===== src/rtl/if_mod.sv =====
// Instruction-fetch stage: owns the PC, reads a synchronous instruction memory
// and presents one registered instruction per cycle to decode.
module if_mod #(
    parameter int unsigned         PC_W      = 12,
    parameter int unsigned         INSTR_W   = 16,
    parameter logic [PC_W-1:0]     RESET_PC  = '0,
    parameter logic [INSTR_W-1:0]  NOP_INSTR = '0,
    parameter int unsigned         CNT_W     = 16
) (
    input  logic               clk_i,
    input  logic               rst,
    output logic [PC_W-1:0]    imem_adr_o,
    output logic               imem_rd_o,
    input  logic [INSTR_W-1:0] imem_data_i,
    input  logic               stall_i,
    input  logic               jmp_ena_i,
    input  logic [PC_W-1:0]    jmp_adr_i,
    input  logic               end_pr_i,
    output logic [INSTR_W-1:0] instr_o,
    output logic               instr_vld_o,
    output logic [PC_W-1:0]    pc_o,
    output logic               halt_o,
    output logic [CNT_W-1:0]   instr_cnt_o
);

    typedef enum logic [0:0] {
        ST_RUN  = 1'b0,
        ST_HALT = 1'b1
    } state_e;

    state_e             state_q;
    logic [PC_W-1:0]    pc_q;
    logic [PC_W-1:0]    pc_d;
    logic               rd_pend_q;
    logic [PC_W-1:0]    rd_pc_q;
    logic [INSTR_W-1:0] instr_q;
    logic               instr_vld_q;
    logic [PC_W-1:0]    pc_out_q;
    logic               halt_q;
    logic [CNT_W-1:0]   cnt_q;
    logic [CNT_W-1:0]   cnt_d;
    logic               fetch;

    // A read is issued only when nothing redirects, freezes or ends fetch.
    assign fetch     = (state_q == ST_RUN) && !stall_i && !jmp_ena_i && !end_pr_i;
    assign imem_rd_o = fetch;
    assign imem_adr_o = pc_q;

    assign pc_d  = pc_q + PC_W'(1);
    assign cnt_d = (&cnt_q) ? cnt_q : cnt_q + CNT_W'(1);

    always_ff @(posedge clk_i) begin
        if (rst) begin
            state_q     <= ST_RUN;
            pc_q        <= RESET_PC;
            rd_pend_q   <= 1'b0;
            rd_pc_q     <= '0;
            instr_q     <= NOP_INSTR;
            instr_vld_q <= 1'b0;
            pc_out_q    <= '0;
            halt_q      <= 1'b0;
            cnt_q       <= '0;
        end else begin
            case (state_q)
                ST_RUN: begin
                    if (end_pr_i) begin
                        state_q     <= ST_HALT;
                        rd_pend_q   <= 1'b0;
                        instr_q     <= NOP_INSTR;
                        instr_vld_q <= 1'b0;
                        halt_q      <= 1'b1;
                    end else if (jmp_ena_i) begin
                        // Redirect drops any word still coming back from memory.
                        pc_q        <= jmp_adr_i;
                        rd_pend_q   <= 1'b0;
                        instr_q     <= NOP_INSTR;
                        instr_vld_q <= 1'b0;
                    end else if (!stall_i) begin
                        pc_q      <= pc_d;
                        rd_pend_q <= 1'b1;
                        rd_pc_q   <= pc_q;
                        if (rd_pend_q) begin
                            instr_q     <= imem_data_i;
                            pc_out_q    <= rd_pc_q;
                            instr_vld_q <= 1'b1;
                            cnt_q       <= cnt_d;
                        end else begin
                            instr_q     <= NOP_INSTR;
                            instr_vld_q <= 1'b0;
                        end
                    end
                end
                ST_HALT: begin
                    state_q <= ST_HALT;
                end
                default: begin
                    state_q <= ST_HALT;
                end
            endcase
        end
    end

    assign instr_o     = instr_q;
    assign instr_vld_o = instr_vld_q;
    assign pc_o        = pc_out_q;
    assign halt_o      = halt_q;
    assign instr_cnt_o = cnt_q;

endmodule

===== config.mk =====
export PLATFORM = sky130hd
export DESIGN_NAME = if_mod
export DESIGN_NICKNAME = d
export VERILOG_FILES = /design/src/rtl/if_mod.sv
export SDC_FILE = /design/constraint.sdc
export NUM_CORES = 1
export LEC_CHECK = 0
export BUFFER_PORTS_ARGS = -buffer_cell sky130_fd_sc_hd__buf_2
export CORE_MARGIN = 3
export CORE_UTILIZATION = 55
export CTS_BUF_LIST = sky130_fd_sc_hd__clkbuf_8
export CTS_CLUSTER_DIAMETER = 150
export DETAILED_ROUTE_END_ITERATION = 16
export PLACE_DENSITY = 0.86
export SYNTH_ARGS = -nofsm -noshare
export SYNTH_HDL_FRONTEND = slang
export SYNTH_SLANG_ARGS = --single-unit

===== constraint.sdc =====
create_clock -name clk_i -period 3.4 [get_ports clk_i]
set_input_delay 0.68 -clock clk_i [delete_from_list [all_inputs] [get_ports clk_i]]
set_output_delay 0.68 -clock clk_i [all_outputs]
set_load 0.01 [all_outputs]

======== Yosys cells after proc, flatten, opt, wreduce, memory -nomap -nowiden ========
Cells that the tools add are included.
cells by class
  reductions and logical operators ........ 13
  bitwise operators ....................... 5
  $add $sub $neg .......................... 2
  muxes and demuxes ....................... 15
  eq/ne operators ......................... 2
operator list
  operator                                                number
  2-to-1 mux 16 bit                                       4
  2-to-1 mux 12 bit                                       2
  adder 16 x 1 -> 16 bit (second input constant)          1
  AND reduction 16 bit                                    1
  adder 12 x 1 -> 12 bit (second input constant)          1
  2-to-1 mux 1 bit                                        8
  AND reduction 6 bit                                     1
  inverter 1 bit                                          5
  AND reduction 5 bit                                     1
  AND reduction 2 bit                                     2
  AND reduction 4 bit                                     1
  logical AND 1 bit                                       3
  logical NOT 1 bit                                       3
  inequality test 3 x 1 -> 1 bit (second input constant)  1
  AND reduction 3 bit                                     1
  inequality test 2 x 1 -> 1 bit (second input constant)  1
  one-hot mux 1 bit (2 select lines)                      1
word-level totals
  logic and storage cells ................. 46
  register bits after elaboration ......... 72
  output and inout bits ................... 59

======== Depth between registers and ports, before layout ========
Gate-level depths: netlist (run 1).
  word-level depth ........................ 4
  gate-level depth with buffers ........... 8
  mapped depth without buffers ............ 5

======== Worst setup path after synthesis (run 1) ========
No wires, ideal clock.
  path kind ............................... input-to-output
  start ................................... input port jmp_ena_i
  end ..................................... output port imem_rd_o
  data required time ...................... 2.720 ns
  path buffers ............................ 3
  setup slack ............................. 0.875 ns
  arrival time ............................ 1.845 ns
  stages .................................. 5
  cells stage by stage .................... buf_6 -> or4_4 -> buf_6 -> inv_2 -> clkbuf_1
on the way
  word-level cells in the longest chain between the ends .. 3
RTL lines
  element                         line  source
  from (decl)                     16    input logic jmp_ena_i,
  logical NOT 1 bit               45    assign fetch = (state_q == ST_RUN) && !stall_i && !jmp_ena_i && !end_pr_i;
  logical AND 1 bit (2 in a row)  45
  to (decl)                       13    output logic imem_rd_o,
No other way between the ends.

======== Worst setup path after layout (run 1) ========
  start ................................... input port end_pr_i
  end ..................................... output port imem_rd_o
on the way
  word-level cells in the longest chain between the ends .. 2
RTL lines
  element            line  source
  from (decl)        18    input logic end_pr_i,
  logical NOT 1 bit  45
  logical AND 1 bit  45
No other way between the ends.

==> results.py, run 1 <==
metrics = {
    "placement": {
        "placed_area_sq_um": 3555,
        "gp_congestion": 0.8092,
        "port_buffers": 91,
        "dp_hpwl_mm": 5.344,
    },
    "timing": {
        "period_share_pct": 76.73,
        "slew_headroom_pct": 26.51,
        "worstMarginPinSlew_ps": 1092,
        "finalHoldViolCount": 0,
        "fin_skew_ps": 9.976,
        "slew_viol_final": 0,
        "min_period_ps": 2609,
        "rsz0062_at_grt": "false",
        "setup_tns_ps": 0,
        "fmax_mhz": 383.3,
        "final-setup-viol-count": 0,
    },
    "finish": {
        "fin_area_sq_um": 3729,
        "final_common_cell": "buf_2",
        "most-common-layout-cells": "buf_2, dfxtp_1, nand2_1",
        "area_growth_pct": 21.78,
        "fin_nets": 495,
        "drive_above_1_share_pct": 25.81,
        "diodes": 0,
    },
    "critical_path": {
        "cpMostUsedCell": "buf_2",
        "cp.required_ps": 2720,
        "path_class": "primary input to output port",
        "r2r-start": "instr_cnt_o[12]",
        "crit_chain": "buf_2 > or4_4 > inv_2 > buf_4 > buf_2",
        "cpMaxStageDelayCell": "or4_4",
        "ff2ff_setup_slack_ps": 1160,
        "cpPeakStageDelay_ps": 660,
        "start_kind": "primary input",
        "critPathTopFamily": "simple AND/OR/NAND/NOR gates",
        "cp.arrival_ps": 1930,
        "endpoint_kind": "output port",
        "timing.rr.end": "instr_cnt_o[15]",
        "crit_buf_inv": 4,
        "reg2reg_depth": 4,
        "path_max_fanout": 17,
    },
    "global_route": {
        "globalRouteOverflowTotal": 0,
        "grt_max_degree": 49,
        "grt_pass1_vias": 2935,
        "antenna_found_initial": 0,
        "grt_usage_pct": 25.54,
        "grt_pass1_wl_mm": 13.14,
    },
    "clock_network": {
        "cts_setup_buffers": 0,
        "cts-root-buf": "clkbuf_8",
        "hold_buffers": 0,
        "h-tree-depth": 3,
        "clock_latency_ps": 340,
        "numCtsBuffers": 9,
        "cts_resized": 0,
        "path_clk_slew_ps": 80,
        "clk_path_buf_depth": 2,
        "cts.sinks": 72,
        "cts_tree": "built",
    },
    "die": {
        "fp.dieArea_sq_um": 6498,
        "rows": 26,
        "ios": 92,
        "die_width_microns": 80.61,
        "core_area_sq_um": 5238,
        "initial_core_util_pct": 58.46,
        "die_h_microns": 80.61,
    },
    "power": {
        "internal-power_mw": 1.160,
        "pwr-share-seq_pct": 55.5,
        "switching_share_pct": 26.13,
        "power_frac_comb_pct": 6.9,
        "p_sw_mw": 0.4103,
        "leakage_nw": 1.497,
        "clkPwrFrac_pct": 37.7,
        "power.density_nw_per_um2": 421.1,
        "vdd_drop_max_v": 0.0003144,
    },
    "routing": {
        "postRouteAntennaNets": 0,
        "vias": 3146,
        "drc": 0,
        "initialDrtViolationCount": 201,
        "wl_per_cell_microns": 14.59,
        "dr.pass1.iters": 4,
        "vias_per_cell": 5.880,
        "wl_mm": 7.804,
    },
    "worst_hold_path": {
        "hold_path_class": "flip-flop to flip-flop",
        "holdCritStartpoint": "rd_pc_q[0]",
        "holdPathStages": 2,
        "min_to": "pc_o[0]",
    },
    "logic_synthesis": {
        "yosysTopAreaCell": "dfxtp_1",
        "syn_avg_cell_area_sq_um": 8.164,
        "synthFlopType": "dfxtp_1",
        "synth_nets": 410,
        "synth-async-reset-ratio_pct": 0,
        "yosysWarnings": 0,
        "synth-seq-cells": 72,
        "synth_cells": 375,
        "ys_seq_area_share_pct": 47.08,
        "synth_area_sq_um": 3062,
        "ys_types": 42,
        "synthTopCellsByArea": "dfxtp_1, nand2_1, a21oi_1, a22oi_1, nor2_1",
        "synth_edf_count": 0,
        "synth_top_area_share_pct": 47.08,
    },
    "flow_run": {
        "drv_cap": 0,
    },
    "outcome": {
        "outcome": "finished clean",
    },
}
[cell usage after synthesis (3+ instances only)]
| cell type | instances |
|---|---|
| o21a_1 | 3 |
| nand3_1 | 10 |
| nand2_1 | 69 |
| and3_1 | 4 |
| o21ai_0 | 11 |
| a22oi_1 | 18 |
| or3_1 | 4 |
| nor4_1 | 8 |
| nand2b_1 | 4 |
| nand4_1 | 8 |
| nor2b_1 | 4 |
| o31ai_1 | 9 |
| inv_1 | 5 |
| nor3_1 | 7 |
| nor2_1 | 30 |
| a21oi_1 | 47 |
| a31oi_1 | 3 |
| dfxtp_1 | 72 |
| or4_1 | 7 |
| clkbuf_1 | 21 |
[state kept, by name (all words and copies together) (netlist names)]
| name | flops |
|---|---|
| instr_cnt_o | 16 |
| imem_adr_o | 12 |
| rd_pc_q | 12 |
| rd_pend_q | 1 |
| instr_o | 16 |
| halt_o | 1 |
| state_q | 1 |
| instr_vld_o | 1 |
| pc_o | 12 |
[cell families (layout without fill, tap and decap cells)]
logic type	after synthesis	count (layout)	share of synthesized area [%]
buf+inv	30	120	4.168
compound gates	103	103	20.72
simple gates	163	163	25.46
flops	72	72	47.08
mux	5	5	1.757
fa+ha+maj	2	2	0.8172
[power by group through the flow]
stage               Clock, mW  Sequential [mW]  Combinational, mW
floorplan                   0            0.889             0.0616
CTS                     0.607            0.871              0.107
finish                  0.592            0.871              0.108
global placement            0            0.890              0.103
detailed placement          0            0.890              0.106
global route            0.641            0.873              0.120
[per-layer routing]
metal  up-vias  track usage, %  wire length, microns
li1       1528               -                     -
met1      1491           30.97                  3184
met2       117           42.80                  3959
met3        10           5.717                   579
met4         0           11.82                    81
met5         -               0                     0
[tightest hold or removal path: cells and delay by family, from the launching register on]
family / cells / cell delay [ps]
AO/OA/AOI/OAI: 1 / 50
flip-flops: 1 / 310
AND/OR/NAND/NOR: 1 / 50
[cell type report]
cell class              count  area, sq um
inverters                   6        22.52
clock buffers               9        123.9
multi-input cells         273         1495
well taps                  70        87.58
clock inverters             7        50.05
fillers                   412         1509
flip-flops and latches     72         1441
repair buffers             98        508.0
[how the worst max path moves through the flow]
stage              start             end  slack [ps]  cells past startpoint
2_1_floorplan  jmp_ena_i       imem_rd_o         880                      5
3_3_place_gp    end_pr_i  instr_cnt_o[6]         730                      6
3_5_place_dp    end_pr_i  instr_cnt_o[6]         680                      6
4_1_cts         end_pr_i       imem_rd_o         800                      5
5_1_grt         end_pr_i       imem_rd_o         750                      5
6_report        end_pr_i       imem_rd_o         790                      5
[per-stage QoR]
| stage | power, mW | instances | worst slack [ps] | utilization (%) | hold slack, ps |
|---|---|---|---|---|---|
| floorplan | 0.9505 | 375 | 875.2 | - | 432.1 |
| global route | 1.633 | 535 | 746.3 | 71.19 | 468.7 |
| CTS | 1.584 | 535 | 795.3 | 71.19 | 446.1 |
| global placement | 0.9926 | 519 | 730.7 | 67.87 | 440.8 |
| detailed placement | 0.9965 | 519 | 684.8 | 67.87 | 443.8 |
| finish | 1.570 | 535 | 791.3 | 71.19 | 442.4 |
(Power assumes the default switching activity.)
==> run 2, diff against run 1 <==
CORE_UTILIZATION = 53   (was 55)
PLACE_DENSITY = 0.84   (was 0.86)
clock period = 2.5 ns   (was 3.4 ns; I/O delays follow)
==> results.py, run 2 (same netlist as run 1, synthesis figures left out) <==
metrics = {
    "clock_network": {
        "clk_path_buf_depth": 2,
        "cts_resized": 0,
        "cts-root-buf": "clkbuf_8",
        "clock_latency_ps": 350,
        "cts.sinks": 72,
        "numCtsBuffers": 9,
        "cts_tree": "built",
        "hold_buffers": 0,
        "cts_setup_buffers": 0,
        "h-tree-depth": 3,
        "path_clk_slew_ps": 80,
    },
    "finish": {
        "diodes": 0,
        "area_growth_pct": 23.50,
        "drive_above_1_share_pct": 26.50,
        "instances_no_fill": 540,
        "final_common_cell": "buf_2",
        "ff_latch_area_sq_um": 1441,
        "fin_nets": 498,
        "nFillCells": 472,
        "most-common-layout-cells": "buf_2, dfxtp_1, nand2_1",
        "multi_input_area_sq_um": 1495,
    },
    "routing": {
        "vias_per_cell": 5.713,
        "drc": 0,
        "postRouteAntennaNets": 0,
        "wl_met1_mm": 3.121,
        "met3WireLength_microns": 603,
        "wl_per_cell_microns": 14.08,
        "wl_mm": 7.602,
        "initialDrtViolationCount": 182,
        "highest_layer": "met4",
        "dr.pass1.iters": 5,
        "vias": 3085,
        "wl_met2_mm": 3.772,
    },
    "timing": {
        "rsz0062_at_grt": "false",
        "setup_tns_ps": 0,
        "fmax_mhz": 465.4,
        "min_period_ps": 2149,
        "slew_viol_final": 0,
        "final-setup-viol-count": 0,
        "fin_skew_ps": 7.222,
        "finalHoldViolCount": 0,
        "post-route-worst-setup-slack_ps": 351.4,
        "slew_headroom_pct": 18.67,
        "worstMarginPinSlew_ps": 1212,
        "period_share_pct": 85.95,
    },
    "global_route": {
        "grt_pass1_wl_mm": 12.58,
        "grt_max_degree": 39,
        "grt_pass1_vias": 2797,
        "globalRouteOverflowTotal": 0,
        "grt_usage_pct": 24.20,
        "antenna_found_initial": 0,
    },
    "power": {
        "clkPwrFrac_pct": 41.0,
        "p_sw_mw": 0.5685,
        "internal-power_mw": 1.690,
        "vdd_drop_max_v": 0.0005396,
        "pwr-share-seq_pct": 52.4,
        "switching_share_pct": 25.17,
        "power.density_nw_per_um2": 597.4,
        "leakage_nw": 1.526,
        "power_frac_comb_pct": 6.5,
    },
    "critical_path": {
        "path_class": "flip-flop to output port",
        "cpPeakStageDelay_ps": 530,
        "cp.required_ps": 2000,
        "path_max_fanout": 16,
        "endpoint_kind": "output port",
        "cpMaxStageDelayCell": "or4_4",
        "cp.arrival_ps": 1650,
        "start_kind": "flip-flop",
        "crit_chain": "or4_4 > inv_2 > buf_4 > buf_2",
    },
    "placement": {
        "gp_congestion": 0.7932,
        "dp_slack_ps": 116.5,
        "dp_cells": 524,
        "dp_hpwl_mm": 5.312,
        "port_buffers": 91,
    },
    "worst_hold_path": {
        "hold_path_class": "primary input to flip-flop",
    },
    "die": {
        "rows": 27,
        "ios": 92,
        "die_h_microns": 82.01,
        "initial_core_util_pct": 55.26,
        "fp.dieArea_sq_um": 6725,
        "die_width_microns": 82.01,
        "core_area_sq_um": 5540,
    },
    "flow_run": {
        "drv_cap": 0,
    },
    "outcome": {
        "outcome": "finished clean",
    },
}
-- run 2: path summary, 6_finish.rpt --
kind	from	depth (start not counted)	end	slack, ps
setup / recovery	state_q	4	imem_rd_o	350
hold / removal	imem_data_i[6]	3	instr_o[6]	400
setup reg to reg	state_q	5	instr_cnt_o[6]	430
hold reg to reg	rd_pc_q[1]	2	pc_o[1]	450
-- run 2: worst max-delay path, delay by kind of cell (launching register included) --
family / cells / cell delay, ps
simple gates: 1 / 530
buf+inv: 3 / 440
flops: 1 / 330
-- run 2: power by group through the flow --
stage	Clock, mW	Sequential (mW)	Combinational (mW)
floorplan	0	1.21	0.0838
global placement	0	1.21	0.141
detailed placement	0	1.21	0.145
CTS	0.953	1.18	0.146
global route	0.998	1.19	0.164
finish	0.927	1.18	0.147
-- run 2: through the flow --
step / utilization (%) / hold slack (ps) / total power [mW] / instance area (sq um)
2_1_floorplan: - / 432.1 / 1.293 / 3062
3_3_place_gp: 64.61 / 442.0 / 1.351 / 3580
3_5_place_dp: 64.61 / 447.0 / 1.356 / 3580
4_1_cts: 68.25 / 380.8 / 2.283 / 3781
5_1_grt: 68.25 / 398.6 / 2.349 / 3781
6_report: 68.25 / 397.9 / 2.259 / 3781
-- run 2: layer usage --
layer,track usage (%),vias up
li1,-,1527
met1,30.06,1423
met2,40.63,123
met3,6.360,12
met4,7.973,0
met5,0,-
-- run 2: cell type report --
type                    count  area share [%]
multi-input cells         273           39.54
flip-flops and latches     72           38.12
repair buffers            101           14.03
clock buffers               9           3.276
well taps                  72           2.383
clock inverters             7           2.052
inverters                   6          0.5956
==> run 3, diff against run 2 <==
PLACE_DENSITY = default   (was 0.84)
PLACE_DENSITY_LB_ADDON = 0.2   (was default)
==> results.py, run 3 (same netlist as run 1, synthesis figures left out) <==
metrics = {
    "clock_network": {
        "h-tree-depth": 3,
        "clock_latency_ps": 340,
        "cts_resized": 0,
        "hold_buffers": 0,
        "cts_tree": "built",
        "path_clk_slew_ps": 80,
        "cts_setup_buffers": 0,
        "numCtsBuffers": 9,
        "cts-root-buf": "clkbuf_8",
        "cts.sinks": 72,
        "clk_path_buf_depth": 2,
    },
    "finish": {
        "area_growth_pct": 25.30,
        "diodes": 0,
        "fin_nets": 503,
        "most-common-layout-cells": "buf_2, dfxtp_1, nand2_1",
        "drive_above_1_share_pct": 27.06,
        "ff_latch_area_sq_um": 1441,
        "multi_input_area_sq_um": 1495,
        "nFillCells": 450,
        "final_common_cell": "buf_2",
    },
    "global_route": {
        "grt.met3_usage_pct": 4.386,
        "grt_pass1_vias": 2597,
        "grt_max_degree": 35,
        "globalRouteOverflowTotal": 0,
        "use_met2_pct": 36.75,
        "antenna_found_initial": 0,
        "busiest_layer": "met2",
        "grt_use_met1_pct": 30.21,
        "grt_pass1_wl_mm": 12.01,
        "grt_usage_pct": 22.90,
    },
    "routing": {
        "vias_per_cell": 5.633,
        "wl_mm": 7.556,
        "initialDrtViolationCount": 150,
        "dr.pass1.iters": 6,
        "postRouteAntennaNets": 0,
        "drc": 0,
        "vias": 3070,
        "wl_per_cell_microns": 13.86,
    },
    "critical_path": {
        "start_kind": "primary input",
        "endpoint_kind": "output port",
        "cp.required_ps": 2000,
        "path_class": "primary input to output port",
        "path_max_fanout": 16,
        "cp.arrival_ps": 1620,
    },
    "die": {
        "initial_core_util_pct": 55.26,
        "core_area_sq_um": 5540,
        "ios": 92,
        "rows": 27,
        "die_width_microns": 82.01,
        "fp.dieArea_sq_um": 6725,
        "die_h_microns": 82.01,
    },
    "timing": {
        "min_period_ps": 2121,
        "rsz0062_at_grt": "false",
        "fmax_mhz": 471.5,
        "slew_headroom_pct": 59.20,
        "worstMarginPinSlew_ps": 612.0,
        "final-setup-viol-count": 0,
        "slew_viol_final": 0,
        "fin_skew_ps": 8.551,
        "setup_tns_ps": 0,
        "period_share_pct": 84.83,
        "finalHoldViolCount": 0,
    },
    "worst_hold_path": {
        "hold_path_class": "primary input to flip-flop",
    },
    "placement": {
        "gp_congestion": 0.8916,
        "dp_hpwl_mm": 5.241,
        "port_buffers": 91,
    },
    "power": {
        "vdd_drop_max_v": 0.0003974,
        "power.density_nw_per_um2": 610.5,
        "power.total_mw": 2.342,
        "leakage_nw": 1.565,
    },
    "flow_run": {
        "drv_cap": 0,
    },
    "outcome": {
        "outcome": "finished clean",
    },
}
run 3: area by class of cell:
class                   instances  area share (%)
clock buffers                   9           3.229
clock inverters                 7           2.479
inverters                       6          0.5871
multi-input cells             273           38.98
flip-flops and latches         72           37.57
well taps                      72           2.348
repair buffers                106           14.81
run 3: path summary, 6_finish.rpt:
path | from | endpoint | slack [ps] | depth (start not counted)
min | imem_data_i[12] | instr_o[12] | 410 | 3
min reg2reg | rd_pc_q[3] | pc_o[3] | 450 | 2
max | end_pr_i | imem_rd_o | 380 | 5
max reg2reg | state_q | instr_cnt_o[7] | 490 | 6
run 3: report_power, final:
part / switching, mW / internal [mW] / leakage [nW]
Combinational: 0.0953 / 0.0641 / 0.868
Sequential: 0.0186 / 1.16 / 0.582
Clock: 0.439 / 0.563 / 0.115
run 3: per-stage QoR:
| step | util [%] | cells | setup WS (ps) | hold slack (ps) | instance area (sq um) |
|---|---|---|---|---|---|
| after floorplan | - | 375 | 177.2 | 432.1 | 3062 |
| after global placement | 65.29 | 529 | 182.8 | 441.2 | 3617 |
| after detailed placement | 65.29 | 529 | 136.8 | 446.2 | 3617 |
| after CTS | 69.24 | 545 | 381.7 | 399.5 | 3836 |
| after global routing | 69.24 | 545 | 331.5 | 403.0 | 3836 |
| final | 69.24 | 545 | 379.2 | 406.6 | 3836 |
run 3: routing by layer:
metal	wire length (microns)	share of wire [%]
met1	3358	44
met2	3584	47
met4	163	2.2
met3	450	6.0
met5	0	0
run 3: worst max-delay path, cell delays in order:
cell,delay (ps)
buf_2,120
or4_4,570
inv_2,80
buf_4,200
buf_2,160
